[config.mk]
export PLATFORM = sky130hd
export DESIGN_NAME = dvs_aer_rx_frontend
export DESIGN_NICKNAME = d
export VERILOG_FILES = /design/src/rtl/dvs_ravens_pkg.sv /design/src/rtl/aer_req_sync.sv /design/src/rtl/dvs_aer_rx_frontend.sv
export SDC_FILE = /design/constraint.sdc
export NUM_CORES = 1
export LEC_CHECK = 0
export ABC_AREA = 1
export CORE_MARGIN = 2
export CORE_UTILIZATION = 45
export CTS_BUF_LIST = sky130_fd_sc_hd__clkbuf_4
export DETAILED_ROUTE_END_ITERATION = 7
export PLACE_DENSITY_LB_ADDON = 0.12
export SYNTH_ARGS = -nofsm -noshare
export SYNTH_HDL_FRONTEND = slang
export SYNTH_SLANG_ARGS = --single-unit
[constraint.sdc]
create_clock -name clk -period 1.7 [get_ports clk]
set_clock_uncertainty 0.15 [all_clocks]
set_input_delay 0.255 -clock clk [delete_from_list [all_inputs] [get_ports clk]]
set_output_delay 0.255 -clock clk [all_outputs]
set_load 0.1 [all_outputs]
[src/rtl/dvs_ravens_pkg.sv]
// Shared types and widths for the DVS camera receive path.
package dvs_ravens_pkg;

  localparam int unsigned AER_BITS = 10;
  localparam int unsigned X_BITS   = 9;
  localparam int unsigned Y_BITS   = 10;

  typedef enum logic [1:0] {
    IDLE,
    DECODE,
    ACK,
    RECOVER
  } aer_rx_state_t;

  typedef struct packed {
    logic [X_BITS-1:0] x;
    logic [Y_BITS-1:0] y;
    logic              pol;
  } dvs_pix_event_t;

endpackage

[src/rtl/aer_req_sync.sv]
// N-flop single-bit synchroniser for the asynchronous camera request.
module aer_req_sync #(
  parameter int unsigned STAGES = 2
) (
  input  logic clk,
  input  logic rst,
  input  logic d,
  output logic q
);

  logic [STAGES-1:0] sr;

  always_ff @(posedge clk) begin
    if (rst) sr <= '0;
    else     sr <= {sr[STAGES-2:0], d};
  end

  assign q = sr[STAGES-1];

endmodule

[src/rtl/dvs_aer_rx_frontend.sv]
// AER receive front end: 4-phase req/ack handshake, row/column pairing into
// pixel events, one-deep output register, orphan and timeout fault counters.
module dvs_aer_rx_frontend
  import dvs_ravens_pkg::*;
#(
  parameter int unsigned SYNC_STAGES    = 2,
  parameter int unsigned TIMEOUT_CYCLES = 1024,
  parameter int unsigned CNT_BITS       = 16
) (
  input  logic                clk,
  input  logic                rst,
  input  logic [AER_BITS-1:0] aer,
  input  logic                xsel,
  input  logic                req,
  output logic                ack,
  output logic                ev_valid,
  input  logic                ev_ready,
  output logic [X_BITS-1:0]   ev_x,
  output logic [Y_BITS-1:0]   ev_y,
  output logic                ev_pol,
  output logic [CNT_BITS-1:0] orphan_cnt,
  output logic [CNT_BITS-1:0] timeout_cnt
);

  localparam int unsigned         TMR_BITS = $clog2(TIMEOUT_CYCLES) + 1;
  localparam logic [TMR_BITS-1:0] TMR_LAST = TMR_BITS'(TIMEOUT_CYCLES - 1);

  aer_rx_state_t        state, state_n;
  logic                 req_s;
  logic [AER_BITS-1:0]  cap_aer;
  logic                 cap_xsel;
  logic [Y_BITS-1:0]    row_reg;
  logic                 row_valid;
  logic [TMR_BITS-1:0]  timer;
  dvs_pix_event_t       ev_reg;

  logic cap_en, row_load, ev_load, ev_drain;
  logic orphan_inc, timeout_inc, timer_inc, slot_free;

  aer_req_sync #(.STAGES(SYNC_STAGES)) u_req_sync (
    .clk (clk),
    .rst (rst),
    .d   (req),
    .q   (req_s)
  );

  assign slot_free = !ev_valid || ev_ready;

  always_comb begin
    state_n     = state;
    cap_en      = 1'b0;
    row_load    = 1'b0;
    ev_load     = 1'b0;
    orphan_inc  = 1'b0;
    timeout_inc = 1'b0;
    timer_inc   = 1'b0;
    case (state)
      IDLE: begin
        if (req_s) begin
          cap_en  = 1'b1;
          state_n = DECODE;
        end
      end
      DECODE: begin
        if (!cap_xsel) begin
          row_load = 1'b1;
          state_n  = ACK;
        end else if (!row_valid) begin
          orphan_inc = 1'b1;
          state_n    = ACK;
        end else if (slot_free) begin
          ev_load = 1'b1;
          state_n = ACK;
        end
      end
      ACK: begin
        if (!req_s) begin
          state_n = IDLE;
        end else if (timer == TMR_LAST) begin
          timeout_inc = 1'b1;
          state_n     = RECOVER;
        end else begin
          timer_inc = 1'b1;
        end
      end
      RECOVER: begin
        if (!req_s) state_n = IDLE;
      end
      default: state_n = IDLE;
    endcase
    ev_drain = ev_valid && ev_ready && !ev_load;
  end

  always_ff @(posedge clk) begin
    if (rst) state <= IDLE;
    else     state <= state_n;
  end

  // ack is high exactly while the FSM sits in ACK, registered from next-state.
  always_ff @(posedge clk) begin
    if (rst) begin
      ack         <= 1'b0;
      cap_aer     <= '0;
      cap_xsel    <= 1'b0;
      row_reg     <= '0;
      row_valid   <= 1'b0;
      timer       <= '0;
      ev_valid    <= 1'b0;
      ev_reg      <= '0;
      orphan_cnt  <= '0;
      timeout_cnt <= '0;
    end else begin
      ack <= (state_n == ACK);
      if (cap_en) begin
        cap_aer  <= aer;
        cap_xsel <= xsel;
      end
      if (row_load) begin
        row_reg   <= cap_aer;
        row_valid <= 1'b1;
      end
      if (timer_inc) timer <= timer + TMR_BITS'(1);
      else           timer <= '0;
      if (ev_load) begin
        ev_valid   <= 1'b1;
        ev_reg.x   <= cap_aer[AER_BITS-1:1];
        ev_reg.y   <= row_reg;
        ev_reg.pol <= cap_aer[0];
      end else if (ev_drain) begin
        ev_valid <= 1'b0;
      end
      if (orphan_inc && orphan_cnt != '1)
        orphan_cnt <= orphan_cnt + CNT_BITS'(1);
      if (timeout_inc && timeout_cnt != '1)
        timeout_cnt <= timeout_cnt + CNT_BITS'(1);
    end
  end

  assign ev_x   = ev_reg.x;
  assign ev_y   = ev_reg.y;
  assign ev_pol = ev_reg.pol;

endmodule

* Word level (Yosys, flattened, before mapping)
Cells that the tools add are included.
Storage, ports and cells: bits of input ports 15, flip-flop bits (word level) 91, output and inout bits 54
Cells by class: bitwise logic cells 1, muxes and demuxes 27, $add $sub $neg 3, eq/ne operators 7, reduce and logical (&&, ||, !) cells 10
Operators with widths (count):
- 16-bit by 1-bit adder with 16-bit output, second input constant | 2
- 16-bit inequality test, second input constant | 2
- 1-bit 2-to-1 mux | 19
- 2-bit 2-to-1 mux | 7
- 11-bit by 1-bit adder with 11-bit output, second input constant | 1
- 11-bit by 10-bit equality test with 1-bit output, second input constant | 1
- 2-bit case mux with 4 select lines | 1
- 2-bit equality test, second input constant | 3
- 1-bit logical AND | 4
- 2-bit by 1-bit equality test with 1-bit output, second input constant | 1
- 1-bit zero test | 2
- 2-bit zero test | 1
- 2-bit nonzero test | 1
- 2-bit OR reduction | 1
- 1-bit logical OR | 1
- 1-bit NOT | 1

* Longest topological paths before layout
depth after elaboration 10, gate-level depth with buffers 10, depth with buffers taken out 9

* By module
A second synthesis with hierarchy kept.
Second synthesis, totals: cells, all modules 575, area, all modules 4216.5 sq um
By module, submodules not included:
- dvs_aer_rx_frontend | instances 1, area each 4161.5 sq um, cells each 569
- aer_req_sync | instances 1, area each 55.1 sq um, cells each 6

* Worst setup path after synthesis
Ideal clock, no wire load.
path kind reg2reg, start reg orphan_cnt[0], end reg orphan_cnt[10], setup time 68 ps, stages on the path, launching flop included 9, period minus slack after synthesis 2457 ps, setup slack -757 ps, data required time 1482 ps, data arrival time 2239 ps, path through dfxtp_1 ha_1 nand3_2 inv_1 nand2_2 o21ai_4 buf_6 nand2_1 a21oi_2
Between the ends: longest elaborated chain between the ends 2, elaborated cells on any way between the ends 3, classes of those cells 1 x add/sub; 1 x eq/ne; 1 x reduce/logical
Ends and longest elaborated chain:
- from (decl) | line dvs_aer_rx_frontend.sv:21 | output logic [CNT_BITS-1:0] orphan_cnt,
- from (signal assigned) | line dvs_aer_rx_frontend.sv:133 | orphan_cnt <= orphan_cnt + CNT_BITS'(1);
- branches (longest 2 deep; another with 16-bit by 1-bit adder with 16-bit output)
Parallel ways; which one is timed is not known. A chain may end at the register's enable or synchronous reset.

* Worst setup path after layout
start reg timer[1], end reg timeout_cnt[7]
Between the ends: longest elaborated chain between the ends 5
Ends and longest elaborated chain:
- from (decl) | line dvs_aer_rx_frontend.sv:34 | logic [TMR_BITS-1:0] timer;
- from (signal assigned) | line dvs_aer_rx_frontend.sv:122 | if (timer_inc) timer <= timer + TMR_BITS'(1);
- 11-bit by 10-bit equality test with 1-bit output | line dvs_aer_rx_frontend.sv:79 | end else if (timer == TMR_LAST) begin
- 1-bit 2-to-1 mux | line dvs_aer_rx_frontend.sv:79
- 1-bit 2-to-1 mux | line dvs_aer_rx_frontend.sv:77 | if (!req_s) begin
- 1-bit 2-to-1 mux | line dvs_aer_rx_frontend.sv:57 | case (state)
- 1-bit logical AND | line dvs_aer_rx_frontend.sv:134 | if (timeout_inc && timeout_cnt != '1)
- to (signal assigned) | line dvs_aer_rx_frontend.sv:135 | timeout_cnt <= timeout_cnt + CNT_BITS'(1);
- to (decl) | line dvs_aer_rx_frontend.sv:22 | output logic [CNT_BITS-1:0] timeout_cnt
Every way passes these cells.

==> flow_summary.yaml <==
grt:
  groute.layer.met3.usage: 0.0323
  first_global_vias: 3735
  grt.overflow.total: 0
  globalRouteMet2Util: 0.361
  first_pass_grt_wire_length_um: 16900
  grt.met1_usage: 0.253
  global_route.usage.total: 0.205
  antenna_violations_before_repair: 0
  global_route.peak_usage_layer: "met2"
  grt_max_degree: 42
clocking:
  cts_inserted_buffers: 9
  cts_hold_buf: 0
  clk_root_buffer_cell: "sky130_fd_sc_hd__clkbuf_4"
  clock_tree_from_tritoncts: "yes"
  cts_max_path_buffers: 2
  clock_latency_on_the_worst_skew_pair_ns: 0.44
  clkSlewWorstSetupHoldPaths_ns: 0.16
  clock_sink_count: 91
  ctsHtreeMaxLevel: 3
yosys:
  post_synth.cell_area_avg_um2: 7.09
  synth-seq-cells: 91
  syn-num-nets: 593
  post_synth_inst_count: 575
  syn_area_mm2: 0.00408
  seq_area_frac_synth: 0.447
  warnings_synthesis: 0
  ys_types: 32
run_status:
  failing_checks: "negative setup slack"
  outcome: "finished, violations left"
power_and_ir_drop:
  p_clk_frac: 0.356
  share_comb_of_total_power: 0.042
  vdd_drop_max_v: 0.000492
  pwr_density_cell_mw_per_mm2: 593
  sw_frac_of_total: 0.251
  netSwitchingPower_w: 0.000888
  power_w: 0.00354
  leakagePower_nw: 2.16
  sequentialPowerShare: 0.601
  power.internal_w: 0.00266
layout:
  drive_gt1_frac: 0.260
  layout.area.seq_mm2: 0.00193
  nNetsFinal: 675
  syn2layout_area_growth_pct: 46.6
  multi_input_area_mm2: 0.00207
  insertedDiodeCount: 0
  layout.core_utilization: 0.682
  nFillCells: 730
  final_cell_area_mm2: 0.00598
  top_regs: "orphan_cnt x16, timeout_cnt x16, timer x11"
  finish.cell_count_without_fillers: 770
floorplanning:
  die_area_mm2: 0.00984
  die_width_um: 99.2
  num_io_pins: 69
  initial_core_util: 0.465
  fp.coreArea_mm2: 0.00876
  chipHeight_um: 99.2
  std_cell_rows: 34
placement:
  placed_cell_area_mm2: 0.00566
  buffer_ports.inserted: 68
  dpl.cell_count: 747
  dpl.hpwl_um: 7190
  gp_congestion: 0.867
setup_path:
  setup.worst_path.class: "flip-flop to flip-flop"
  cp_max_fo: 5
  cells_along_the_critical_path: "ha_4 > nand2_4 > nor2_4 > nand3_4 > nor2_4 > clkbuf_16 > nand2_1 > o21ai_0 > nor2_2"
  timing.critical_path.mode_cell: "sky130_fd_sc_hd__nor2_4"
  max_stage_delay_ns: 0.38
  worst-endpoint-arrival_ns: 1.94
  worst_path_max_delay_cell: "sky130_fd_sc_hd__dfxtp_2"
  worstPathRequired_ns: 1.90
  worst_setup_path_start_kind: "flip-flop"
  setup.worst_path.end_class: "flip-flop"
timing:
  timing_max_transition_violations_final: 0
  fin_hold_ws_ns: 0.167
  timing.final.ws_setup_ns: -0.0389
  slew_headroom: 0.722
  rsz0062_at_grt: "yes"
  hold_viol: 0
  fmax_mhz: 575
  min_period_ns: 1.74
  setup_violations: 1
  final.period_utilization: 1.02
  tightestPinTransition_ns: 0.415
hold_path:
  min-delay-path-class: "primary input to flip-flop"
routing:
  first_pass_iters: 4
  total_detailed_routing_wirelength_um: 9900
  drc: 0
  detailroute.via_count: 3880
  detail_route.vias_per_cell: 5.04
  postRouteAntennaNets: 0
  wl_per_cell_um: 12.9
  first_iter_violations: 113
run:
  cap_violations: 0
==> layout make-up <==
type / count / area share
Clock buffer: 9 / 0.0113
Clock inverter: 7 / 0.0136
Inverter: 66 / 0.0414
Multi-Input combinational cell: 397 / 0.345
Sequential cell: 91 / 0.322
Tap cell: 108 / 0.0226
Timing Repair Buffer: 92 / 0.244
==> power by group through the flow <==
stage / combinational [W] / sequential, W / clock, W
after floorplan: 0.0000724 / 0.00218 / 0
after global routing: 0.000166 / 0.00214 / 0.00140
after detailed placement: 0.000147 / 0.00218 / 0
after CTS: 0.000149 / 0.00213 / 0.00131
final: 0.000150 / 0.00213 / 0.00126
after global placement: 0.000146 / 0.00218 / 0
==> per-layer routing <==
metal | part of all wire | wire length, um
met5 | 0 | 0
met4 | 0.016 | 161
met3 | 0.045 | 447
met2 | 0.51 | 5010
met1 | 0.43 | 4280
==> what timing repair did <==
item	4_1_cts	5_1_grt
gates resized for setup	3	27
setup buffers	5	1
pin swaps	0	8
gates cloned	0	1
endpoints found under the setup margin	8	34
==> cell usage after synthesis, drive strengths merged <==
library cell,number,area share
nor3b,1,0.0018
or2,1,0.0015
nand3,36,0.047
xnor2,10,0.021
a21oi,56,0.071
nand2,129,0.12
clkbuf,15,0.014
xor2,11,0.024
a21boi,1,0.0018
o21ai,44,0.057
nor3,5,0.010
dfxtp,91,0.45
nand4,8,0.012
o21bai,1,0.0018
inv,66,0.061
ha,3,0.0092
nand3b,1,0.0018
buf,6,0.010
nor2,90,0.088
==> critical path, delay by kind of cell (launching register included) <==
| kind | cells | cell delay (ns) |
|---|---|---|
| AOI/OAI and AO/OA | 1 | 0.19 |
| DFF | 1 | 0.38 |
| buffers and inverters | 1 | 0.18 |
| adders and majority gates | 1 | 0.15 |
| and+or+nand+nor | 6 | 0.60 |
==> kinds of logic after synthesis <==
kind of cell / Yosys count / synth area share
and+or+nand+nor: 271 / 0.282
AOI/OAI and AO/OA: 102 / 0.132
DFF: 91 / 0.447
buffers and inverters: 87 / 0.0853
xor gates and xnor gates: 21 / 0.0451
adders and majority gates: 3 / 0.00920
==> per-stage QoR <==
stage / worst slack [ns] / TNS, ns
final: -0.0389 / -0.0389
after global routing: -0.116 / -1.15
after CTS: 0.00187 / 0
after detailed placement: -0.0988 / -0.352
after global placement: -0.0211 / -0.0211
after floorplan: -0.0493 / -0.214
==> final timing paths <==
kind	start	end	slack (ns)	cells after the start
max	timer[1]	timeout_cnt[7]	-0.04	9
min	req	u_req_sync.sr[0]	0.17	3
max reg2reg	timer[1]	timeout_cnt[7]	-0.04	9
min reg2reg	u_req_sync.sr[0]	u_req_sync.sr[1]	0.26	2
==> placed cells by master (no fill, tap or decap), types with 3 or more instances in the layout <==
master,instances
sky130_fd_sc_hd__a21oi_1,53
sky130_fd_sc_hd__o21ai_1,3
sky130_fd_sc_hd__inv_2,5
sky130_fd_sc_hd__buf_4,20
sky130_fd_sc_hd__clkbuf_4,9
sky130_fd_sc_hd__inv_1,61
sky130_fd_sc_hd__nand4_1,8
sky130_fd_sc_hd__nor2_1,78
sky130_fd_sc_hd__nand2_1,122
sky130_fd_sc_hd__nor2_2,6
sky130_fd_sc_hd__xnor2_1,10
sky130_fd_sc_hd__dfxtp_1,55
sky130_fd_sc_hd__nand3_2,5
sky130_fd_sc_hd__clkdlybuf4s50_1,14
sky130_fd_sc_hd__xor2_1,11
sky130_fd_sc_hd__nand2_2,4
sky130_fd_sc_hd__dfxtp_4,24
sky130_fd_sc_hd__nand2_4,3
sky130_fd_sc_hd__a21oi_2,3
sky130_fd_sc_hd__buf_12,57
sky130_fd_sc_hd__o21ai_0,40
sky130_fd_sc_hd__nand3_1,29
sky130_fd_sc_hd__dfxtp_2,12
sky130_fd_sc_hd__ha_4,3
sky130_fd_sc_hd__nor2_4,6
Power figures use the tool's default switching activity.
